--- config.mk ---
export PLATFORM = sky130hd
export DESIGN_NAME = mem_access_responder
export DESIGN_NICKNAME = d
export VERILOG_FILES = /design/src/rtl/ldst_pkg.sv /design/src/rtl/ldst_lane_format.sv /design/src/rtl/mem_access_responder.sv
export SDC_FILE = /design/constraint.sdc
export NUM_CORES = 1
export LEC_CHECK = 0
export BUFFER_PORTS_ARGS = -buffer_cell sky130_fd_sc_hd__buf_2
export CAP_MARGIN = 10
export CORE_UTILIZATION = 30
export DETAILED_ROUTE_END_ITERATION = 8
export MAX_ROUTING_LAYER = met4
export PLACE_DENSITY = 0.56
export SYNTH_ARGS = -nofsm -noshare
export SYNTH_HDL_FRONTEND = slang
export SYNTH_SLANG_ARGS = --single-unit
--- constraint.sdc ---
create_clock -name clk -period 3 [get_ports clk]
set_input_delay 0 -clock clk [delete_from_list [all_inputs] [get_ports clk]]
set_output_delay 0 -clock clk [all_outputs]
set_load 0.02 [all_outputs]
--- src/rtl/ldst_pkg.sv ---
`default_nettype none
// +------------------------------------------------------------------+
// | ldst_pkg                                                         |
// | Load/store control encodings and responder FSM state type.       |
// | Revision: 1.0                                                    |
// +------------------------------------------------------------------+
package ldst_pkg;

  localparam logic [2:0] C_LB  = 3'b000;
  localparam logic [2:0] C_LH  = 3'b001;
  localparam logic [2:0] C_LW  = 3'b010;
  localparam logic [2:0] C_LBU = 3'b011;
  localparam logic [2:0] C_LHU = 3'b100;
  localparam logic [2:0] C_SB  = 3'b101;
  localparam logic [2:0] C_SH  = 3'b110;
  localparam logic [2:0] C_SW  = 3'b111;

  typedef enum logic [1:0] {
    ST_IDLE   = 2'd0,
    ST_ACCESS = 2'd1,
    ST_WAIT   = 2'd2,
    ST_RESP   = 2'd3
  } state_t;

  function automatic logic is_store(input logic [2:0] ctrl);
    return (ctrl == C_SB) || (ctrl == C_SH) || (ctrl == C_SW);
  endfunction

endpackage
`default_nettype wire

--- src/rtl/ldst_lane_format.sv ---
`default_nettype none
// +------------------------------------------------------------------+
// | ldst_lane_format                                                 |
// | Store lane alignment, load extraction and alignment fault check. |
// | Revision: 1.0                                                    |
// +------------------------------------------------------------------+
module ldst_lane_format
  import ldst_pkg::*;
(
  input  logic [2:0]  i_ctrl,
  input  logic [1:0]  i_addr_lo,
  input  logic [31:0] i_wdata,
  input  logic [31:0] i_rdata,
  output logic [3:0]  o_we,
  output logic [31:0] o_wdata,
  output logic [31:0] o_rdata,
  output logic        o_misaligned
);

  logic [7:0]  w_byte;
  logic [15:0] w_half;

  always_comb begin
    w_byte = i_rdata[7:0];
    case (i_addr_lo)
      2'd1:    w_byte = i_rdata[15:8];
      2'd2:    w_byte = i_rdata[23:16];
      2'd3:    w_byte = i_rdata[31:24];
      default: w_byte = i_rdata[7:0];
    endcase
    w_half = i_addr_lo[1] ? i_rdata[31:16] : i_rdata[15:0];
  end

  always_comb begin
    o_we         = 4'b0000;
    o_wdata      = i_wdata;
    o_rdata      = 32'd0;
    o_misaligned = 1'b0;
    case (i_ctrl)
      C_LB:  o_rdata = {{24{w_byte[7]}}, w_byte};
      C_LBU: o_rdata = {24'd0, w_byte};
      C_LH: begin
        o_rdata      = {{16{w_half[15]}}, w_half};
        o_misaligned = i_addr_lo[0];
      end
      C_LHU: begin
        o_rdata      = {16'd0, w_half};
        o_misaligned = i_addr_lo[0];
      end
      C_LW: begin
        o_rdata      = i_rdata;
        o_misaligned = |i_addr_lo;
      end
      C_SB: begin
        o_we    = 4'b0001 << i_addr_lo;
        o_wdata = {4{i_wdata[7:0]}};
      end
      C_SH: begin
        o_we         = i_addr_lo[1] ? 4'b1100 : 4'b0011;
        o_wdata      = {2{i_wdata[15:0]}};
        o_misaligned = i_addr_lo[0];
      end
      default: begin
        o_we         = 4'b1111;
        o_wdata      = i_wdata;
        o_misaligned = |i_addr_lo;
      end
    endcase
  end

endmodule
`default_nettype wire

--- src/rtl/mem_access_responder.sv ---
`default_nettype none
// +------------------------------------------------------------------+
// | mem_access_responder                                             |
// | Single-outstanding load/store engine against a sync-read memory. |
// | Revision: 1.0                                                    |
// +------------------------------------------------------------------+
module mem_access_responder
  import ldst_pkg::*;
#(
  parameter int ADDR_W = 32
) (
  input  logic              clk,
  input  logic              rst,
  input  logic              req_valid,
  output logic              req_ready,
  input  logic [ADDR_W-1:0] req_addr,
  input  logic [2:0]        req_ctrl,
  input  logic [31:0]       req_wdata,
  output logic              resp_valid,
  input  logic              resp_ready,
  output logic [31:0]       resp_rdata,
  output logic              resp_misaligned,
  output logic              mem_en,
  output logic [3:0]        mem_we,
  output logic [ADDR_W-3:0] mem_addr,
  output logic [31:0]       mem_wdata,
  input  logic [31:0]       mem_rdata
);

  state_t            r_state;
  logic [2:0]        r_ctrl;
  logic [1:0]        r_addr_lo;
  logic [ADDR_W-3:0] r_mem_addr;
  logic [31:0]       r_mem_wdata;
  logic              r_mem_en;
  logic [3:0]        r_mem_we;
  logic              r_resp_valid;
  logic [31:0]       r_resp_rdata;
  logic              r_resp_mis;

  logic [2:0]        w_fmt_ctrl;
  logic [1:0]        w_fmt_addr_lo;
  logic [3:0]        w_we;
  logic [31:0]       w_wdata_al;
  logic [31:0]       w_rdata_fmt;
  logic              w_mis;

  // The formatter sees the live request while idle and the captured one afterwards.
  assign w_fmt_ctrl    = (r_state == ST_IDLE) ? req_ctrl      : r_ctrl;
  assign w_fmt_addr_lo = (r_state == ST_IDLE) ? req_addr[1:0] : r_addr_lo;

  ldst_lane_format u_fmt (
    .i_ctrl       (w_fmt_ctrl),
    .i_addr_lo    (w_fmt_addr_lo),
    .i_wdata      (req_wdata),
    .i_rdata      (mem_rdata),
    .o_we         (w_we),
    .o_wdata      (w_wdata_al),
    .o_rdata      (w_rdata_fmt),
    .o_misaligned (w_mis)
  );

  always_ff @(posedge clk or posedge rst) begin
    if (rst) begin
      r_state      <= ST_IDLE;
      r_ctrl       <= 3'd0;
      r_addr_lo    <= 2'd0;
      r_mem_addr   <= '0;
      r_mem_wdata  <= 32'd0;
      r_mem_en     <= 1'b0;
      r_mem_we     <= 4'b0000;
      r_resp_valid <= 1'b0;
      r_resp_rdata <= 32'd0;
      r_resp_mis   <= 1'b0;
    end else begin
      case (r_state)
        ST_IDLE: begin
          if (req_valid) begin
            r_ctrl       <= req_ctrl;
            r_addr_lo    <= req_addr[1:0];
            r_mem_addr   <= req_addr[ADDR_W-1:2];
            r_mem_wdata  <= w_wdata_al;
            r_resp_rdata <= 32'd0;
            r_resp_mis   <= w_mis;
            if (w_mis) begin
              r_resp_valid <= 1'b1;
              r_state      <= ST_RESP;
            end else begin
              r_mem_en <= 1'b1;
              r_mem_we <= w_we;
              r_state  <= ST_ACCESS;
            end
          end
        end
        ST_ACCESS: begin
          r_mem_en <= 1'b0;
          r_mem_we <= 4'b0000;
          if (is_store(r_ctrl)) begin
            r_resp_valid <= 1'b1;
            r_state      <= ST_RESP;
          end else begin
            r_state <= ST_WAIT;
          end
        end
        ST_WAIT: begin
          r_resp_rdata <= w_rdata_fmt;
          r_resp_valid <= 1'b1;
          r_state      <= ST_RESP;
        end
        ST_RESP: begin
          if (resp_ready) begin
            r_resp_valid <= 1'b0;
            r_state      <= ST_IDLE;
          end
        end
        default: begin
          r_mem_en     <= 1'b0;
          r_mem_we     <= 4'b0000;
          r_resp_valid <= 1'b0;
          r_state      <= ST_IDLE;
        end
      endcase
    end
  end

  assign req_ready       = (r_state == ST_IDLE) && !rst;
  assign resp_valid      = r_resp_valid;
  assign resp_rdata      = r_resp_rdata;
  assign resp_misaligned = r_resp_mis;
  assign mem_en          = r_mem_en;
  assign mem_we          = r_mem_we;
  assign mem_addr        = r_mem_addr;
  assign mem_wdata       = r_mem_wdata;

endmodule
`default_nettype wire
==> results.txt, run 1 <==
root buf cell -> clkbuf_16
chip width -> 137 um
sequential area share after synthesis -> 49.5%
Critical Path Slowest Stage Cell -> a21oi_1
Max Root-Sink Buffers -> 2
Ys Warns -> 0
critical path type -> reg -> reg
Tightest Pin Transition -> 1.15 ns
Critical Path RT -> 3.29 ns
Fin Setup TNS -> 0 ns
global-route wire length before repair -> 26900 um
Avg Inst Size Synth -> 11.8 um^2
top-count cell post-synth -> dfrtp_1
largest net degree at the start of global routing -> 59
Comb power frac -> 56.3%
max-slew violation count -> 0
post-CTS sizing -> 0
router iterations before antenna repair -> 6
drt via density -> 5.12
Boundary Pins -> 205
Die Height -> 137 um
post-synthesis cell count -> 464
initial antenna violation count -> 0
DRC -> 0
number of post-CTS setup repair buffers -> 0
Worst Hold Class -> in -> reg
placed wire-length estimate -> 12200 um
critical path data arrival time -> 3.00 ns
final cycle utilization of the critical path -> 90.2%
# hold bufs at CTS -> 94
unique cell type count in the Yosys netlist -> 66
Clk pwr share -> 14.4%
H-tree Lvls -> 3
setup slack after layout -> 0.293 ns
area growth from synthesis to final layout -> 45.8%
Max Cap Viol -> 0
Max Fanout on Critical Path -> 17
multi-input logic area -> 2550 um^2
final net count -> 865
Sw Ratio -> 44.9%
Die Area -> 18800 um^2
RSZ-0062 raised after global routing -> false
startpoint types -> flip-flop
met3 WL -> 783 um
pwr/cell area -> 1100 nW/um^2
share of flip-flops with an asynchronous set or reset -> 100%
fillers -> 1632
R2R setup slack -> 0.29 ns
grt ovf -> 0
Worst-path clk slew -> 0.08 ns
all-layer global routing usage -> 19.2%
area fraction of the dominant cell type after synthesis -> 49.5%
Top FF cell, synth -> dfrtp_1
clk_lat worst skew -> 0.36 ns
Yosys reg bits -> 108
number of synthesized flops with an enable pin -> 0
top post-synthesis cells by count -> dfrtp_1 (108), mux2_2 (44), nand2_1 (43), mux2i_1 (23), o21ai_1 (22)
internal power -> 0.00483 W
M1 WL -> 7160 um
NetSw -> 0.00393 W
VDD IR-drop max -> 0.000423 V
number of core rows -> 48
DRT iter0 DRCs -> 348
layout cells sized above 1 -> 40.8%
n_diodes -> 0
worst slack at placement -> 0.312 ns
max_slew headroom -> 23.4%
CTS Sinks -> 108
vias in the first global route -> 5175
WL per Instance -> 17.3 um
final setup violation count -> 0
Fin. Hold Viols -> 0
Core Area -> 17500 um^2
vias -> 5058
DR top layer -> met4
CTS tree -> yes
cell area after synthesis -> 5460 um^2
Reg power frac -> 29.3%
syn nets -> 571
leak pwr -> 3.77 nW
delay of the slowest critical-path stage -> 0.85 ns
gpl congestion -> 0.857
critical-path cell list -> inv_1 -> ha_1 -> buf_4 -> and2_4 -> a32oi_4 -> a21oi_1 -> a22o_1 -> a221o_1
cell taking the most area after synthesis -> dfrtp_1
f_max -> 369 MHz
outcome -> finished clean
Final Skew -> 0.00948 ns
Worst setup EP type -> flip-flop
Reg area -> 2700 um^2
Num CTS Buffers -> 9
Initial Utilization -> 31.2%
final core utilization -> 45.4%
met2 WL post-DR -> 8530 um
Detail Route Antenna Nets -> 0
Area contributors post-synth -> dfrtp_1 (49%), mux2_2 (9.1%), mux2i_1 (4.2%)
min cycle time layout -> 2.71 ns
DRT Wirelength -> 17100 um
port buffer count -> 204
-- power groups by stage --
stage / combinational [W] / clock, W / sequential (W)
after detailed placement: 0.00483 / 0 / 0.00259
after floorplan: 0.00271 / 0 / 0.00330
after global routing: 0.00532 / 0.00136 / 0.00266
after CTS: 0.00494 / 0.00130 / 0.00256
final: 0.00493 / 0.00126 / 0.00257
after global placement: 0.00473 / 0 / 0.00257
-- metal layers --
metal / track usage [%] / vias up
met1: 23.2 / 2460
met3: 2.78 / 53
li1: - / 2339
met4: 9.89 / 0
met2: 31.2 / 206
met5: - / -
-- per-stage QoR --
step	instances	instance area [um^2]	hold WS [ns]	total power, W
6_report	988	7970	0.0132	0.00876
5_1_grt	988	7970	0.0319	0.00934
4_1_cts	988	7970	0.00163	0.00881
3_5_place_dp	878	6710	0.134	0.00742
3_3_place_gp	878	6710	0.125	0.00730
2_1_floorplan	464	5460	0.0781	0.00602
-- registers in the layout (all words and copies together), names as in the netlist, 2 cells and up --
signal	count
r_addr_lo	2
mem_we	4
mem_wdata	32
mem_addr	30
r_state	2
r_ctrl	3
resp_rdata	32
-- cell usage in the layout (no fill, tap or decap), types with 10 or more instances in the layout --
cell,count
nand2_1,42
nand3_1,21
buf_4,16
dfrtp_1,108
mux2i_1,23
buf_2,204
mux2_2,44
a221o_1,20
o21ai_0,16
o21ai_1,22
dlygate4sd3_1,94
nor2_1,10
-- path summary, 6_finish.rpt --
path / to / start / depth (start not counted)
max: resp_rdata[5] / r_state[1] / 8
max reg2reg: resp_rdata[5] / r_state[1] / 8
max in group asynchronous: mem_addr[0] / rst / 4
min: resp_rdata[1] / mem_rdata[1] / 3
min in group asynchronous: resp_valid / rst / 3
min reg2reg: resp_misaligned / resp_misaligned / 2
-- cell families after synthesis --
kind of cell | share of synthesized area (%)
XOR/XNOR | 0.481
adder cells (fa/ha/maj) | 0.916
multiplexers | 17.2
AO/OA/AOI/OAI | 18.6
buffers and inverters | 3.89
AND/OR/NAND/NOR | 9.46
flip-flops | 49.5
-- worst max-delay path, delay by kind of cell, from the launching register on --
kind | cells | cell delay [ns]
AO/OA/AOI/OAI | 4 | 1.38
flip-flops | 1 | 0.42
buffers and inverters | 2 | 0.38
adder cells (fa/ha/maj) | 1 | 0.26
AND/OR/NAND/NOR | 1 | 0.21
-- cell type report --
class,count,area share [%]
Inverter,7,0.361
Multi-Input combinational cell,318,32.1
Sequential cell,108,33.9
Tap cell,225,3.53
Timing Repair Buffer,314,26.1
Clock buffer,9,2.83
Clock inverter,7,1.16
No activity file was read; power rests on OpenSTA's default activity.
==> run 2: changes to the inputs <==
--- a/config.mk
+++ b/config.mk
@@ -7,6 +7,7 @@
 export LEC_CHECK = 0
 export BUFFER_PORTS_ARGS = -buffer_cell sky130_fd_sc_hd__buf_2
 export CAP_MARGIN = 10
+export CORE_ASPECT_RATIO = 0.6
 export CORE_UTILIZATION = 30
 export DETAILED_ROUTE_END_ITERATION = 8
 export MAX_ROUTING_LAYER = met4
==> run 2 against run 1 <==
Global-route usage grew 0.71 points. Via count grew 2.6%. Die area about the same. Combinational power rose by 1%. Clock skew up 0.0065 ns. Cell area is 0.44% higher. Worst hold slack improved by 0.012 ns. Largest cell class unchanged. Largest power group unchanged. Highest routed layer unchanged.
==> results.txt, run 2 (same netlist as run 1, synthesis figures left out) <==
Critical Path RT -> 3.25 ns
Hold Crit Endpoint -> resp_rdata[3]
router iterations before antenna repair -> 8
number of core rows -> 37
H-tree Lvls -> 3
Hold Path Cell Cnt -> 3
Boundary Pins -> 205
Max Fanout on Critical Path -> 38
all-layer global routing usage -> 19.9%
WL per Instance -> 17.8 um
drt via density -> 5.20
number of post-CTS setup repair buffers -> 0
DRC -> 0
global-route wire length before repair -> 28100 um
layout cells sized above 1 -> 41.0%
pwr/cell area -> 1100 nW/um^2
clk_lat worst skew -> 0.36 ns
gpl congestion -> 0.864
critical path type -> reg -> reg
VDD IR-drop max -> 0.000468 V
startpoint types -> flip-flop
grt ovf -> 0
vias -> 5190
commonest non-fill, non-tap cells in the layout -> buf_2 (204), dfrtp_1 (108), dlygate4sd3_1 (94)
max_slew headroom -> 29.7%
leak pwr -> 3.77 nW
DRT Wirelength -> 17800 um
Die Height -> 107 um
Tightest Pin Transition -> 1.05 ns
final net count -> 867
placed wire-length estimate -> 12500 um
Detail Route Antenna Nets -> 0
root buf cell -> clkbuf_16
Max Root-Sink Buffers -> 2
Reg power frac -> 29.4%
max-slew violation count -> 0
Num CTS Buffers -> 9
worst hold slack -> 0.0252 ns
Clk pwr share -> 14.0%
NetSw -> 0.00396 W
f_max -> 371 MHz
n_diodes -> 0
Max Cap Viol -> 0
outcome -> finished clean
Final Skew -> 0.0159 ns
Core Area -> 17500 um^2
initial antenna violation count -> 0
Fin Setup TNS -> 0 ns
most common cell after layout, fill and taps aside -> buf_2
chip width -> 176 um
final setup violation count -> 0
min cycle time layout -> 2.69 ns
port buffer count -> 204
internal power -> 0.00488 W
Comb power frac -> 56.6%
vias in the first global route -> 5227
CTS Sinks -> 108
final cycle utilization of the critical path -> 89.8%
DRT iter0 DRCs -> 433
area growth from synthesis to final layout -> 46.4%
R2R setup slack -> 0.31 ns
Fin. Hold Viols -> 0
worst r2r src -> r_state[0]
Worst Hold Launch -> mem_rdata[3]
RSZ-0062 raised after global routing -> false
Worst setup EP type -> flip-flop
Worst Hold Class -> in -> reg
Die Area -> 18800 um^2
Pwr Total -> 0.00884 W
Sw Ratio -> 44.9%
largest net degree at the start of global routing -> 83
CTS tree -> yes
Worst-path clk slew -> 0.08 ns
critical path data arrival time -> 2.94 ns
reg2reg path depth -> 9
Initial Utilization -> 31.3%
RR Endpoint -> resp_rdata[4]
[run 2: layout make-up]
class / count / area, um^2
Fill cell: 1615 / 9450
Sequential cell: 108 / 2700
Multi-Input combinational cell: 318 / 2560
Timing Repair Buffer: 316 / 2110
Tap cell: 234 / 293
Clock buffer: 10 / 239
Clock inverter: 6 / 68.8
Inverter: 7 / 28.8
[run 2: worst max path at each step]
| stage | startpoint | end | slack (ns) | cells past startpoint |
|---|---|---|---|---|
| finish | r_state[0] | resp_rdata[4] | 0.31 | 9 |
| global route | r_state[0] | resp_rdata[12] | 0.12 | 8 |
| CTS | r_state[0] | resp_rdata[29] | 0.08 | 7 |
| detailed placement | r_state[1] | resp_rdata[20] | 0.09 | 7 |
| global placement | r_state[0] | mem_we[1] | 0.27 | 8 |
| floorplan | rst | mem_addr[0] | 0.15 | 1 |
[run 2: layer usage]
metal  track usage (%)  vias to the layer above  share of wire [%]
met4              6.58                        0                1.8
met5                 -                        -                  0
met1              27.3                     2534                 46
met2              28.6                      275                 44
met3              5.11                       35                8.1
li1                  -                     2346                  -
[run 2: metrics by stage]
step / cell area (um^2) / setup slack (ns) / utilization, % / cells
final: 8000 / 0.307 / 45.8 / 999
after global routing: 8000 / 0.119 / 45.8 / 999
after CTS: 7990 / 0.0804 / 45.8 / 998
after detailed placement: 6740 / 0.0908 / 38.6 / 888
after global placement: 6740 / 0.266 / 38.6 / 888
after floorplan: 5460 / 0.154 / - / 464
[run 2: worst max-delay path, stage by stage, from the launching register on]
cell	delay, ns
dfrtp_1	0.43
inv_1	0.11
ha_2	0.35
buf_12	0.20
and2_4	0.16
buf_4	0.43
nor2_2	0.10
buf_4	0.26
a22o_1	0.27
a221o_1	0.27
[run 2: repair_timing]
| action | in CTS | in global routing |
|---|---|---|
| resized for setup | 0 | 1 |
| hold endpoints to repair | 173 | 0 |
| setup endpoints to repair | 0 | 14 |
| hold buffers | 94 | 0 |
[run 2: power by group through the flow]
stage | clock, W | sequential (W) | combinational, W
floorplan | 0 | 0.00330 | 0.00271
global placement | 0 | 0.00259 | 0.00481
detailed placement | 0 | 0.00261 | 0.00489
CTS | 0.00128 | 0.00260 | 0.00499
global route | 0.00135 | 0.00269 | 0.00542
finish | 0.00124 | 0.00260 | 0.00500
==> run 3: changes to the inputs <==
--- a/config.mk
+++ b/config.mk
@@ -7,11 +7,11 @@
 export LEC_CHECK = 0
 export BUFFER_PORTS_ARGS = -buffer_cell sky130_fd_sc_hd__buf_2
 export CAP_MARGIN = 10
-export CORE_ASPECT_RATIO = 0.6
+export CORE_ASPECT_RATIO = 0.7
 export CORE_UTILIZATION = 30
 export DETAILED_ROUTE_END_ITERATION = 8
 export MAX_ROUTING_LAYER = met4
-export PLACE_DENSITY = 0.56
+export PLACE_DENSITY = 0.57
 export SYNTH_ARGS = -nofsm -noshare
 export SYNTH_HDL_FRONTEND = slang
 export SYNTH_SLANG_ARGS = --single-unit
==> run 3 against run 2 <==
Via count decreased by 3.7%. Count of clock-buffer cells in the layout increased by 1. Sequential share of layout area increased by 0.14 points. Cell area decreased by 0.41%. Clock power about the same. Worst hold slack got worse by 0.0020 ns. Final cell count decreased by 0.40%. Critical path depth decreased by 2. Fmax decreased by 3.6%.
==> results.txt, run 3 (same netlist as run 1, synthesis figures left out) <==
outcome -> finished clean
Initial Utilization -> 31.3%
layout cells sized above 1 -> 40.6%
commonest non-fill, non-tap cells in the layout -> buf_2 (204), dfrtp_1 (108), dlygate4sd3_1 (94)
final cycle utilization of the critical path -> 93.1%
critical path's top delay family -> simple AND/OR/NAND/NOR gates
Boundary Pins -> 205
root buf cell -> clkbuf_16
Worst-path clk slew -> 0.07 ns
largest net degree at the start of global routing -> 59
Max Root-Sink Buffers -> 2
critical path data arrival time -> 3.07 ns
delay of the slowest critical-path stage -> 0.95 ns
RSZ-0062 raised after global routing -> false
Max Fanout on Critical Path -> 17
Hold Path Cell Cnt -> 3
Tightest Pin Transition -> 1.24 ns
max-slew violation count -> 0
final setup violation count -> 0
vias in the first global route -> 5147
clk_lat worst skew -> 0.35 ns
fin area -> 7970 um^2
leak pwr -> 3.76 nW
Fin Setup TNS -> 0 ns
drt via density -> 5.03
critical-path cell list -> inv_1 -> ha_1 -> buf_4 -> nor4b_2 -> a31oi_4 -> nor2_1 -> a221o_1
Worst Hold Class -> in -> reg
Max Cap Viol -> 0
Cell Area, Placed -> 6720 um^2
vias -> 5000
min cycle time layout -> 2.79 ns
gpl congestion -> 0.895
startpoint types -> flip-flop
Core Area -> 17500 um^2
WL per Instance -> 17.3 um
DRT iter0 DRCs -> 335
number of core rows -> 40
Critical Path RT -> 3.28 ns
DRT Wirelength -> 17300 um
max_slew headroom -> 17.2%
final net count -> 864
placed wire-length estimate -> 12000 um
number of post-CTS setup repair buffers -> 0
Final Skew -> 0.00767 ns
Num CTS Buffers -> 9
worst path bufs/invs -> 2
Critical Path Slowest Stage Cell -> nor2_1
instance count on the critical path -> 7
reg2reg path depth -> 7
Fin. Hold Viols -> 0
VDD IR-drop max -> 0.000380 V
Die Height -> 115 um
H-tree Lvls -> 3
DRC -> 0
most common cell after layout, fill and taps aside -> buf_2
all-layer global routing usage -> 19.1%
router iterations before antenna repair -> 5
initial antenna violation count -> 1
grt ovf -> 0
pwr/cell area -> 1100 nW/um^2
f_max -> 358 MHz
area growth from synthesis to final layout -> 45.8%
CTS Sinks -> 108
port buffer count -> 204
Worst setup EP type -> flip-flop
Die Area -> 18800 um^2
Detail Route Antenna Nets -> 0
chip width -> 163 um
critical path type -> reg -> reg
global-route wire length before repair -> 26900 um
CTS tree -> yes
[run 3: cell types whose count changed in the layout (fill, tap and decap cells not counted)]
cell      previous run  this run
ha_1                 3         4
buf_4               16        14
buf_6                1         0
clkinv_4             0         1
diode_2              0         2
ha_2                 1         0
clkbuf_1             0         1
inv_6                3         1
[run 3: power by group]
group / switching (W) / leakage, nW / internal, W
clock: 0.000539 / 0.146 / 0.000674
combinational: 0.00291 / 2.26 / 0.00202
sequential: 0.000450 / 1.35 / 0.00214
[run 3: layout make-up]
cell class | instances | area, um^2
Fill cell | 1597 | 9500
Sequential cell | 108 | 2700
Multi-Input combinational cell | 318 | 2550
Timing Repair Buffer | 313 | 2090
Tap cell | 231 | 289
Clock buffer | 11 | 243
Clock inverter | 5 | 60.1
Inverter | 7 | 28.8
Antenna cell | 2 | 5.00
[run 3: worst min-delay path, delay by kind of cell]
family	cells	cell delay [ns]
AOI/OAI and AO/OA	2	0.19
buffers and inverters	1	0.14
[run 3: per-stage QoR]
stage	hold WS (ns)	power, W	util (%)	worst slack, ns	instances
floorplan	0.0781	0.00602	-	0.154	464
global placement	0.163	0.00732	38.5	0.410	883
detailed placement	0.178	0.00745	38.5	0.292	883
CTS	0.00154	0.00880	45.6	0.258	993
global route	0.0162	0.00931	45.6	0.0144	994
finish	0.0232	0.00874	45.6	0.208	995
[run 3: final timing paths]
path                                 start  slack, ns               to
min                              req_valid       0.02           mem_en
min in group asynchronous              rst       0.32      mem_addr[9]
min reg2reg                resp_misaligned       0.48  resp_misaligned
max reg2reg                     r_state[0]       0.21   resp_rdata[29]
max in group asynchronous              rst       1.94    mem_wdata[15]
max                             r_state[0]       0.21   resp_rdata[29]
[run 3: layer usage]
metal / up-vias / GRT usage, % / wire length (um)
met5: - / - / 0
met4: 0 / 6.42 / 292
met3: 27 / 4.62 / 1120
met2: 202 / 29.7 / 8040
met1: 2436 / 24.3 / 7800
li1: 2335 / - / -
[run 3: what timing repair did]
action / 4_1_cts / 5_1_grt
hold buffers: 94 / 0
hold endpoints to repair: 148 / 0
resized for setup: 0 / 0
